<file path="src/rtl/mem_lane_unit.sv">
// Byte-lane access unit between MEM stage and data bus: lane enables, store replication,
// load extraction/extension, fault detection. Define MISALIGN_TRAP_EN to trap misaligned accesses.

module mem_lane_slice #(
  parameter int DATA_W = 32,
  parameter int LANE   = 0,
  parameter int OFS_W  = 2
) (
  input  logic [OFS_W-1:0]  off,
  input  logic [3:0]        nbytes,
  input  logic [DATA_W-1:0] wdata,
  output logic              be,
  output logic [7:0]        wbyte
);
  localparam logic [3:0] IDX = 4'(LANE);
  logic [3:0]       off4;
  logic [OFS_W-1:0] src;

  assign off4  = 4'(off);
  // nbytes is a power of two, so the replicated source byte is LANE mod nbytes
  assign src   = OFS_W'(LANE) & OFS_W'(nbytes - 4'd1);
  assign be    = (IDX >= off4) && (IDX < off4 + nbytes);
  assign wbyte = wdata[{src, 3'b000} +: 8];
endmodule

module mem_lane_unit #(
  parameter int DATA_W = 32,
  parameter int ADDR_W = 32
) (
  input  logic              clk,
  input  logic              reset,
  input  logic              req_valid,
  output logic              req_ready,
  input  logic              req_we,
  input  logic [1:0]        req_size,
  input  logic              req_unsigned,
  input  logic [ADDR_W-1:0] req_addr,
  input  logic [DATA_W-1:0] req_wdata,
  output logic              mem_req,
  output logic              mem_we,
  output logic [ADDR_W-1:0] mem_addr,
  output logic [DATA_W/8-1:0] mem_be,
  output logic [DATA_W-1:0] mem_wdata,
  input  logic              mem_ack,
  input  logic [DATA_W-1:0] mem_rdata,
  output logic              rsp_valid,
  output logic [DATA_W-1:0] rsp_rdata,
  output logic              rsp_exc
);
  localparam int LANES = DATA_W / 8;
  localparam int OFS_W = $clog2(LANES);

  typedef enum logic [1:0] {IDLE, BUSY, RESP} state_t;
  state_t state, state_nxt;

  logic [OFS_W-1:0] off_raw, amask, off;
  logic [3:0]       nbytes;
  logic             fault_size, exc;

  assign off_raw    = req_addr[OFS_W-1:0];
  assign nbytes     = 4'd1 << req_size;
  assign amask      = OFS_W'(nbytes - 4'd1);
  assign fault_size = (DATA_W == 32) && (req_size == 2'b11);

`ifdef MISALIGN_TRAP_EN
  logic misalign;
  assign misalign = |(off_raw & amask);
  assign off      = off_raw;
  assign exc      = fault_size | misalign;
`else
  // round misaligned offsets down to natural alignment instead of trapping
  assign off      = off_raw & ~amask;
  assign exc      = fault_size;
`endif

  logic [LANES-1:0]      be_nxt;
  logic [LANES-1:0][7:0] wd_nxt;

  for (genvar i = 0; i < LANES; i++) begin : g_lane
    mem_lane_slice #(.DATA_W(DATA_W), .LANE(i), .OFS_W(OFS_W)) u_lane (
      .off   (off),
      .nbytes(nbytes),
      .wdata (req_wdata),
      .be    (be_nxt[i]),
      .wbyte (wd_nxt[i])
    );
  end

  logic              we_q, uns_q, exc_q;
  logic [1:0]        size_q;
  logic [OFS_W-1:0]  off_q;
  logic [LANES-1:0]  be_q;
  logic [ADDR_W-1:0] addr_q;
  logic [DATA_W-1:0] wdata_q, rdata_q;

  // load extraction from the latched request
  logic [DATA_W-1:0] shifted, ext;
  logic [6:0]        nbits;
  logic              sgn;

  assign shifted = mem_rdata >> {off_q, 3'b000};
  assign nbits   = 7'd8 << size_q;

  always_comb begin
    sgn = 1'b0;
    ext = '0;
    case (size_q)
      2'b00:   sgn = shifted[7];
      2'b01:   sgn = shifted[15];
      2'b10:   sgn = shifted[31];
      default: sgn = shifted[DATA_W-1];
    endcase
    for (int j = 0; j < DATA_W; j++)
      ext[j] = (j < int'(nbits)) ? shifted[j] : (~uns_q & sgn);
  end

  always_ff @(posedge clk or negedge reset)
    if (!reset) state <= IDLE;
    else        state <= state_nxt;

  always_comb begin
    state_nxt = state;
    case (state)
      IDLE:    if (req_valid) state_nxt = exc ? RESP : BUSY;
      BUSY:    if (mem_ack)   state_nxt = RESP;
      default: state_nxt = IDLE;
    endcase
  end

  always_ff @(posedge clk or negedge reset) begin
    if (!reset) begin
      we_q    <= 1'b0;
      uns_q   <= 1'b0;
      exc_q   <= 1'b0;
      size_q  <= '0;
      off_q   <= '0;
      be_q    <= '0;
      addr_q  <= '0;
      wdata_q <= '0;
      rdata_q <= '0;
    end else if (state == IDLE && req_valid) begin
      we_q    <= req_we;
      uns_q   <= req_unsigned;
      exc_q   <= exc;
      size_q  <= req_size;
      off_q   <= off;
      be_q    <= be_nxt;
      addr_q  <= {req_addr[ADDR_W-1:OFS_W], {OFS_W{1'b0}}};
      wdata_q <= wd_nxt;
      rdata_q <= '0;
    end else if (state == BUSY && mem_ack) begin
      rdata_q <= we_q ? '0 : ext;
    end
  end

  assign req_ready = (state == IDLE);
  assign mem_req   = (state == BUSY);
  assign mem_we    = (state == BUSY) & we_q;
  assign mem_be    = (state == BUSY) ? be_q : '0;
  assign mem_addr  = addr_q;
  assign mem_wdata = wdata_q;
  assign rsp_valid = (state == RESP);
  assign rsp_rdata = (state == RESP) ? rdata_q : '0;
  assign rsp_exc   = (state == RESP) & exc_q;
endmodule
</file>
<file path="config.mk">
export PLATFORM = sky130hd
export DESIGN_NAME = mem_lane_unit
export DESIGN_NICKNAME = d
export VERILOG_FILES = /design/src/rtl/mem_lane_unit.sv
export SDC_FILE = /design/constraint.sdc
export NUM_CORES = 1
export LEC_CHECK = 0
export CORE_ASPECT_RATIO = 2
export CORE_MARGIN = 5
export CORE_UTILIZATION = 44
export CTS_CLUSTER_DIAMETER = 150
export CTS_CLUSTER_SIZE = 24
export DETAILED_ROUTE_END_ITERATION = 7
export PLACE_DENSITY = 0.81
export SLEW_MARGIN = 10
export SYNTH_ARGS = -nofsm -noshare
export SYNTH_HDL_FRONTEND = slang
export SYNTH_SLANG_ARGS = --single-unit
</file>
<file path="constraint.sdc">
create_clock -name clk -period 2.6 [get_ports clk]
set_clock_uncertainty 0.2 [all_clocks]
set_input_delay 0.39 -clock clk [delete_from_list [all_inputs] [get_ports clk]]
set_output_delay 0.39 -clock clk [all_outputs]
set_load 0.02 [all_outputs]
</file>
==> results.yml <==
status:
  status: "finished clean"
routing:
  routedWlPerCell_um: 18.7
  drt-total-wl_mm: 17.1
  via_count: 4872
  drtPass1Iterations: 5
  viasPerCell: 5.32
  drtIter0Drc: 216
  antenna_left: 0
  drc: 0
setup_path:
  path_max_fanout: 6
  required_ns: 2.01
  cp.arrival_ns: 1.90
  end_kind: "primary output"
  path_class: "reg2out"
  start_kind: "flip-flop"
global_routing:
  grt_pass1_vias: 5205
  antenna_found_initial: 1
  grt_overflow: 0
  grt_pass1_wl_mm: 26.4
  grtUsageTotal_pct: 23.7
  grt_max_degree: 77
floorplanning:
  pin_count: 209
  die_w_um: 87.3
  die_y_um: 165
  dieArea_um2: 14400
  rows: 56
  core_area_um2: 11800
  start_util_pct: 44.7
sta:
  setup_viol: 0
  min_period_ns: 2.49
  slew_headroom_pct: 57.7
  tightest_slew_ns: 0.628
  finalWorstSetupSlack_ns: 0.112
  fmax_mhz: 402
  setup_tns_ns: 0
  rsz0062_at_grt: "false"
  finalCritPeriodShare_pct: 95.7
  hold_violations: 0
  slew_violations: 0
finish:
  nets: 870
  drive_gt1_share_pct: 9.23
  area_growth_pct: 50.2
  fin_cells: 915
cts:
  numCtsBuffers: 9
  cts_tree: "yes"
  cts_num_sinks: 107
  cts-root-buf: "clkbuf_16"
  cts.path.max_buffers: 2
  cts_max_level: 3
  cts_setup_buffers: 0
  clk_latency_ns: 0.34
  path_clk_slew_ns: 0.07
logic_synthesis:
  ys_warn_count: 0
  netlist_instances: 567
  synth.cell_area_um2: 5260
  async_flop_share_pct: 100
  ys_seq_elements: 107
  avgSynthCellArea_um2: 9.28
  ys_types: 43
  synth-seq-area-share_pct: 50.9
  synth_top_flop_cell: "dfrtp_1"
  synth_edf_count: 0
run:
  cap_viol_max_count: 0
place:
  io_buffers: 206
  place_ws_ns: 0.0259
  dp.cells: 898
  gp_congestion: 0.902
  place_hpwl_mm: 13.3
pwr:
  p_leak_nw: 4.02
  power_density_nw_per_um2: 879
  ir_drop_v: 0.000685
min_path:
  hold_path.class: "reg2reg"
final cells by class:
| type | count | area [um^2] |
|---|---|---|
| repair buffers | 226 | 2320 |
| fillers | 912 | 3860 |
| clock buffers | 9 | 225 |
| clock inverters | 6 | 72.6 |
| flip-flops and latches | 107 | 2680 |
| inverters | 2 | 7.51 |
| multi-input cells | 419 | 2420 |
| diodes | 1 | 2.50 |
| well taps | 145 | 181 |
critical path, stage by stage, from the launching register on:
cell and delay (ns):
dfrtp_2 0.44, nor2b_4 0.22, buf_4 0.15, and2_1 0.15
clkdlybuf4s50_1 0.61
cell usage in the layout, fill, tap and decap left out, drive strengths merged, types with 8 or more instances in the layout:
cell	instances
mux2	9
mux2i	40
dlymetal6s2s	25
o21ai	31
a21oi	27
dfrtp	107
buf	26
nand2	164
and2	46
clkbuf	9
a221o	15
nor2	38
clkdlybuf4s50	173
a22o	8
registers in the layout, indices dropped and copies added, names as in the netlist:
register,cells
state,2
mem_wdata,32
rdata_q,32
we_q,1
size_q,2
mem_addr,30
off_q,2
be_q,4
exc_q,1
uns_q,1
power breakdown:
part / leakage [nW] / internal, mW / switching [mW]
Clock: 0.143 / 0.754 / 0.618
Sequential: 1.34 / 2.24 / 0.395
Combinational: 2.54 / 1.37 / 1.57
metrics by stage:
| stage | power, mW | hold WS, ns | area, um^2 | util (%) |
|---|---|---|---|---|
| 2_1_floorplan | 4.08 | -0.106 | 5270 | - |
| 3_3_place_gp | 5.50 | 0.203 | 7520 | 63.9 |
| 3_5_place_dp | 5.62 | 0.214 | 7520 | 63.9 |
| 4_1_cts | 7.02 | 0.267 | 7840 | 66.6 |
| 5_1_grt | 7.34 | 0.299 | 7910 | 67.2 |
| 6_report | 6.95 | 0.264 | 7910 | 67.2 |
cells by family (layout without fill, tap and decap cells):
group	count (synthesis)	count (layout)	share of synthesized area, %
simple gates	272	272	23.2
flops	107	107	50.9
compound gates	92	92	11.6
mux	50	50	9.96
buf+inv	42	243	3.66
xor+xnor	2	2	0.333
fa+ha+maj	1	1	0.238
other cells	1	3	0.0712
cells in the mapped netlist (4+ instances only):
master    number  share of area, %
a21oi_1       27               2.6
a221o_1        6               1.1
a221o_2        9               1.9
a22o_1         8               1.3
and2_1        46               5.5
buf_2         10              0.95
buf_4          4              0.57
clkbuf_1      22               1.6
dfrtp_1      107                51
mux2_2         9               1.9
mux2i_1       40               7.6
nand2_1      164                12
nand3_1        6              0.57
nor2_1        38               2.7
nor2b_1        6              0.71
o21ai_0       31               2.9
layer usage:
layer	up-vias	GRT usage (%)	part of all wire, %
met5	-	0	0
met4	0	12.2	5.3
met2	237	43.1	53
met1	2289	24.5	33
met3	49	5.54	8.3
li1	2297	-	-
what timing repair did:
action | in CTS | in global routing
pin swaps | 0 | 0
resized for setup | 5 | 26
hold buffers | 1 | 0
endpoints found under the hold margin | 40 | 0
setup endpoints to repair | 27 | 26
final timing paths:
check / start / endpoint / slack (ns) / depth (start not counted)
worst min-delay path: rdata_q[14] / rdata_q[14] / 0.26 / 2
worst min register to register: rdata_q[14] / rdata_q[14] / 0.26 / 2
worst max register to register: off_q[0] / rdata_q[25] / 0.41 / 6
max in group asynchronous: reset / state[0] / 1.06 / 3
min in group asynchronous: reset / rdata_q[4] / 0.38 / 2
worst max-delay path: state[0] / mem_be[0] / 0.11 / 4
Note: power is estimated with default switching activity, not from simulation.
